--- src/rtl/sreg_dreg_one_hot_pkg.sv ---
// Shared GSU register-select definitions: prefix opcodes and default sizing.
// No logic, no latency.
// No flow control; constants only.
package sreg_dreg_one_hot_pkg;

    localparam logic [1:0] PREFIX_NONE = 2'b00;
    localparam logic [1:0] PREFIX_TO   = 2'b01;
    localparam logic [1:0] PREFIX_FROM = 2'b10;
    localparam logic [1:0] PREFIX_WITH = 2'b11;

    localparam int DEF_NUM_REGS   = 16;
    localparam int DEF_DEFAULT_REG = 0;

endpackage

--- src/rtl/sreg_dreg_one_hot_decoder.sv ---
// Binary-to-one-hot decoder; out-of-range input yields all zeros.
// Combinational, zero latency.
// No flow control.
module one_hot_decoder #(
    parameter int WIDTH_IN = 4,
    parameter int NUM_OUT  = 16
) (
    input  logic [WIDTH_IN-1:0] bin,
    output logic [NUM_OUT-1:0]  onehot
);

    always_comb begin
        onehot = '0;
        for (int i = 0; i < NUM_OUT; i++) begin
            if (int'(bin) == i) onehot[i] = 1'b1;
        end
    end

endmodule

--- src/rtl/sreg_dreg_one_hot.sv ---
// GSU Sreg/Dreg selector: tracks TO/FROM/WITH prefixes, drives one-hot selects.
// 1-cycle latency from prefix/instr_done/flush to registered outputs.
// No backpressure; every retire/flush event is consumed in its cycle.
module sreg_dreg_one_hot
    import sreg_dreg_one_hot_pkg::*;
#(
    parameter int NUM_REGS    = DEF_NUM_REGS,
    parameter int SEL_W       = 4,
    parameter int DEFAULT_REG = DEF_DEFAULT_REG
) (
    input  logic                clk,
    input  logic                rst_n,
    input  logic                prefix_valid,
    input  logic [1:0]          prefix_op,
    input  logic [SEL_W-1:0]    reg_num,
    input  logic                instr_done,
    input  logic                flush,
    output logic [SEL_W-1:0]    src_num,
    output logic [SEL_W-1:0]    dst_num,
    output logic [NUM_REGS-1:0] src_sel,
    output logic [NUM_REGS-1:0] dst_sel,
    output logic                b_flag,
    output logic                sel_err
);

    localparam logic [SEL_W-1:0]    DEF_NUM = SEL_W'(DEFAULT_REG);
    localparam logic [NUM_REGS-1:0] DEF_SEL = NUM_REGS'(1) << DEFAULT_REG;

    logic [SEL_W-1:0]    src_nxt, dst_nxt;
    logic [NUM_REGS-1:0] src_sel_nxt, dst_sel_nxt;
    logic                b_nxt, err_nxt, in_range;

    assign in_range = int'(reg_num) < NUM_REGS;

    // A retiring prefix is itself the instruction, so it outranks instr_done.
    always_comb begin
        src_nxt = src_num;
        dst_nxt = dst_num;
        b_nxt   = b_flag;
        err_nxt = 1'b0;
        if (flush) begin
            src_nxt = DEF_NUM;
            dst_nxt = DEF_NUM;
            b_nxt   = 1'b0;
        end else if (prefix_valid) begin
            if (!in_range) begin
                err_nxt = (prefix_op != PREFIX_NONE);
            end else begin
                case (prefix_op)
                    PREFIX_TO:   dst_nxt = reg_num;
                    PREFIX_FROM: src_nxt = reg_num;
                    PREFIX_WITH: begin
                        src_nxt = reg_num;
                        dst_nxt = reg_num;
                        b_nxt   = 1'b1;
                    end
                    default: ;
                endcase
            end
        end else if (instr_done) begin
            src_nxt = DEF_NUM;
            dst_nxt = DEF_NUM;
            b_nxt   = 1'b0;
        end
    end

    one_hot_decoder #(.WIDTH_IN(SEL_W), .NUM_OUT(NUM_REGS)) u_src_dec (
        .bin    (src_nxt),
        .onehot (src_sel_nxt)
    );

    one_hot_decoder #(.WIDTH_IN(SEL_W), .NUM_OUT(NUM_REGS)) u_dst_dec (
        .bin    (dst_nxt),
        .onehot (dst_sel_nxt)
    );

    always_ff @(posedge clk or negedge rst_n) begin
        if (!rst_n) begin
            src_num <= DEF_NUM;
            dst_num <= DEF_NUM;
            src_sel <= DEF_SEL;
            dst_sel <= DEF_SEL;
            b_flag  <= 1'b0;
            sel_err <= 1'b0;
        end else begin
            src_num <= src_nxt;
            dst_num <= dst_nxt;
            src_sel <= src_sel_nxt;
            dst_sel <= dst_sel_nxt;
            b_flag  <= b_nxt;
            sel_err <= err_nxt;
        end
    end

endmodule

--- config.mk ---
export PLATFORM = sky130hd
export DESIGN_NAME = sreg_dreg_one_hot
export DESIGN_NICKNAME = d
export VERILOG_FILES = /design/src/rtl/sreg_dreg_one_hot_pkg.sv /design/src/rtl/sreg_dreg_one_hot_decoder.sv /design/src/rtl/sreg_dreg_one_hot.sv
export SDC_FILE = /design/constraint.sdc
export NUM_CORES = 1
export LEC_CHECK = 0
export CAP_MARGIN = 20
export CORE_AREA = 2 2 66 68
export CTS_CLUSTER_SIZE = 14
export DETAILED_ROUTE_END_ITERATION = 7
export DIE_AREA = 0 0 68 70
export PLACE_DENSITY = 0.73
export SLEW_MARGIN = 20
export SYNTH_ARGS = -nofsm -noshare
export SYNTH_HDL_FRONTEND = slang
export SYNTH_SLANG_ARGS = --single-unit
--- constraint.sdc ---
create_clock -name clk -period 1.4 [get_ports clk]
set_input_delay 0.28 -clock clk [delete_from_list [all_inputs] [get_ports clk]]
set_output_delay 0.28 -clock clk [all_outputs]
set_load 0.005 [all_outputs]
# After elaboration in Yosys (flattened, before gate mapping)
# Index checks and enable logic that the tools add are counted.
# totals
ff_bits	41
output_inout_bits	42
word_cells	89
# op_classes
reduce_logical	6
n_eq_ne	34
mux	44
# ops
cell	count
4-bit == test (second input constant)	16
1-bit two-way mux	36
4-bit by 3-bit == test with 1-bit output (second input constant)	8
4-bit two-way mux	8
4-bit by 2-bit == test with 1-bit output (second input constant)	4
4-bit by 1-bit == test with 1-bit output (second input constant)	2
4-bit zero test	2
2-bit == test (second input constant)	2
2-bit OR reduction	2
3-bit by 1-bit inequality test with 1-bit output (second input constant)	1
3-bit nonzero test	1
2-bit by 1-bit == test with 1-bit output (second input constant)	1
2-bit AND reduction	1

# Logic depth before layout (Yosys ltp)
# depth
depth_word	7
mapped_depth	5
ltp_nobuf	4

# Hierarchy
# Synthesis repeated with hierarchy kept, for this count alone.
# hier_totals
hier_cells	116
hier_area_um2	1740.4
# modules_own_cells
mod	n_inst	area_per_inst_um2	cells_per_inst	seq_area_each_um2
sreg_dreg_one_hot	1	1287.5	76	1028.5
one_hot_decoder	2	226.5	20	0.0

# Least setup slack after synthesis
# OpenSTA, ideal clock, no wires.
# synth_timing
kind	reg2reg
from	reg dst_num[1]
to	reg dst_sel[9]
path_stages_with_launch	5
n_path_buf	0
setup_ps	72
synth_period_minus_slack_ps	1372
arrival_ps	1300
setup_slack_ps	28
path_cell_list	dfrtp_1 -> mux2_4 -> a22oi_2 -> or3b_4 -> nor2_1
# synth_between
elab_chain_cells	5
# synth_rtl
item	line_no	source
start, declared	sreg_dreg_one_hot.sv:19	output logic [SEL_W-1:0] dst_num,
start signal, assigned	sreg_dreg_one_hot.sv:87	dst_num <= dst_nxt;
4-bit two-way mux, on equally long branches	sreg_dreg_one_hot.sv:60, sreg_dreg_one_hot.sv:49	
4-bit two-way mux (*)	sreg_dreg_one_hot.sv:45	end else if (prefix_valid) begin
4-bit two-way mux (*)	sreg_dreg_one_hot.sv:41	if (flush) begin
4-bit == test (*)	sreg_dreg_one_hot_decoder.sv:15	if (int'(bin) == i) onehot[i] = 1'b1;
1-bit two-way mux (*)	sreg_dreg_one_hot_decoder.sv:15	
via dst_sel_nxt[9]	sreg_dreg_one_hot.sv:30	logic [NUM_REGS-1:0] src_sel_nxt, dst_sel_nxt;
end signal, assigned	sreg_dreg_one_hot.sv:89	dst_sel <= dst_sel_nxt;
end, declared	sreg_dreg_one_hot.sv:21	output logic [NUM_REGS-1:0] dst_sel,
# The timed path passes the listed nets; every way through them passes the cells marked *.
# A chain may end at the register's enable or synchronous reset.

# Final worst setup path
# layout_timing
from	reg dst_num[3]
to	reg dst_sel[6]
# Same word-level chain as after synthesis.

==> metrics.csv <==
metric;value;unit
clockRootBuffer;clkbuf_8;
drive_gt1_share;26.7;%
clock.fmax;688;MHz
chipHeight;70;um
synth_xor_area_share;0;%
synth.area.top_cells;dfrtp_1, nor2_1, mux2_2, dfstp_2, a32o_1;
final_core_util;58.3;%
synth-compound-area-share;8.46;%
cp_top_family;simple AND/OR/NAND/NOR gates;
finalWirelength;3730;um
synth_adder_area_share;0;%
cp-start-kind;flip-flop;
syn-cell-area;1580;um2
critPathMaxStageDelay;0.44;ns
via_per_inst;4.79;
gp_congestion;0.927;
ys_types;25;
cts_buffers;5;
core;4140;um2
htreeDepth;2;
synthMostInstantiatedCell;dfrtp_1;
grt_pass1_vias;1250;
hp-class;input pin to async pin;
grt_first_pass_wirelength;5640;um
worstPathMaxFanout;4;
ys_seq_elements;41;
grt_max_degree;27;
rsz0062_at_grt;yes;
critPathBufInv;0;
track_usage;16.2;%
wl_per_cell;14.5;um
synth-simple-area-share;15.8;%
reg2reg_slack;-0.05;ns
area.growth.synth_to_final;52.7;%
diodes;0;
grt_overflow;0;
rr_worst_depth;4;
cts_tree;yes;
synth.avg_cell_area;12.0;um2
maxSlewViolCount;0;
ys.flop_type;dfrtp_1;
synth_top_area_share;61.7;%
cp_data_arrival_time;1.67;ns
synth_edf_count;0;
yosysSeqAreaShare;65.0;%
io_buffers;51;
clk_pin_slew;0.07;ns
p_per_area;923;nW/um2
min_period;1.45;ns
fin_skew;0.00147;ns
finalNetCount;216;
peakVddDrop;605;uV
end_kind;flip-flop;
clock_path_buffers;2;
clkLatencyLatePin;0.29;ns
yosys_warnings;0;
drt_pass1_iterations;4;
drt_iter0_drc;43;
synth_cells;132;
setup_viol;9;
critPathSlowestCell;or3b_4;
power;2.23;mW
ant_nets;0;
drc;0;
fin_ws;-0.0527;ns
vias;1237;
cts_sinks;41;
dieArea;4760;um2
antenna_found_initial;0;
crit_path_cell_trace;mux2_4 > a22oi_2 > or3b_4 > nor2_1;
reg2reg_to;dst_sel[6];
dp.final_hpwl;2850;um
muxShareOfSynthArea;8.70;%
finalHoldViolCount;0;
critical_path_required;1.62;ns
max-cap-violations;0;
yosys-top-cells-count;dfrtp_1, nor2_1, nand2_1;
violations;setup timing;
synth_async_sr_flop_share;100;%
io-pin-count;53;
initial_core_util;38.2;%
period_share;104;%
synth_nets;143;
rows;24;
die_w;68;um
synth_top_area_cell;dfrtp_1;
run_status;complete, but fails checks;
synth_top_family_by_area;simple AND/OR/NAND/NOR gates;
r2r_start;dst_num[3];
p_leak;1.47;nW
crit_type;flip-flop to flip-flop;
[cell type report]
cell class | instances | area [um2]
inverter | 2 | 7.51
timing repair buffer | 70 | 659
fill | 345 | 1730
clock inverter | 2 | 10.0
tap | 52 | 65.1
sequential | 41 | 1030
multi-input combinational | 85 | 574
clock buffer | 6 | 72.6
[layout by cell type, fill, tap and decap left out, drive strengths merged, types with 3 or more instances in the layout]
| master | n |
|---|---|
| dlymetal6s2s | 14 |
| dfrtp | 39 |
| mux2i | 4 |
| dlygate4sd2 | 30 |
| buf | 19 |
| a32o | 4 |
| clkbuf | 7 |
| nand2b | 4 |
| nor2 | 39 |
| nand2 | 6 |
| mux2 | 8 |
| clkdlybuf4s50 | 3 |
| a22oi | 5 |
| a21oi | 6 |
[flip-flops by register name, summed over array words and instances (netlist names)]
signal,count
src_num,4
dst_num,4
src_sel,16
b_flag,1
dst_sel,16
[worst max-delay path by stage]
stage	start	endpoint	slack, ns	cells after the start
final	dst_num[3]	dst_sel[6]	-0.05	4
after floorplan	dst_num[1]	dst_sel[9]	0.03	4
after global placement	prefix_valid	src_sel[4]	-0.54	5
after CTS	dst_num[1]	dst_sel[5]	-0.03	4
after detailed placement	prefix_op[0]	dst_sel[5]	-0.60	5
after global routing	dst_num[3]	dst_sel[4]	-0.09	4
[where the power goes]
part,total (mW),internal (mW),switching (mW)
clock,0.714,0.345,0.369
combinational,0.291,0.142,0.149
sequential,1.23,1.22,0.00992
[timing repair]
action / CTS / global route
pin swaps: 0 / 1
endpoints found under the hold margin: 15 / 0
cloned: 0 / 0
endpoints found under the setup margin: 60 / 44
setup buffers: 6 / 0
resized for setup: 38 / 27
hold buffers: 1 / 0
[metal layers]
layer | global-route usage [%] | part of all wire [%] | up-vias
li1 | - | - | 583
met1 | 16.6 | 36 | 601
met2 | 28.5 | 54 | 47
met3 | 7.09 | 8.1 | 6
met4 | 5.56 | 1.6 | 0
met5 | 0 | 0 | -
[cells by family after synthesis]
| group | count (synthesis) |
|---|---|
| compound gates | 16 |
| other cells | 1 |
| mux | 12 |
| buf+inv | 6 |
| flops | 41 |
| simple gates | 56 |
[stage by stage]
| stage | hold slack, ns | worst slack, ns | cell area (um2) | setup TNS [ns] | std cells |
|---|---|---|---|---|---|
| 2_1_floorplan | -0.0156 | 0.0277 | 1580 | 0 | 132 |
| 3_3_place_gp | 0.214 | -0.542 | 2230 | -17.64 | 243 |
| 3_5_place_dp | 0.225 | -0.597 | 2230 | -18.99 | 243 |
| 4_1_cts | 0.442 | -0.0326 | 2350 | -0.0718 | 258 |
| 5_1_grt | 0.465 | -0.0948 | 2420 | -1.26 | 258 |
| 6_report | 0.441 | -0.0527 | 2420 | -0.268 | 258 |
Power figures use the tool's default switching activity.
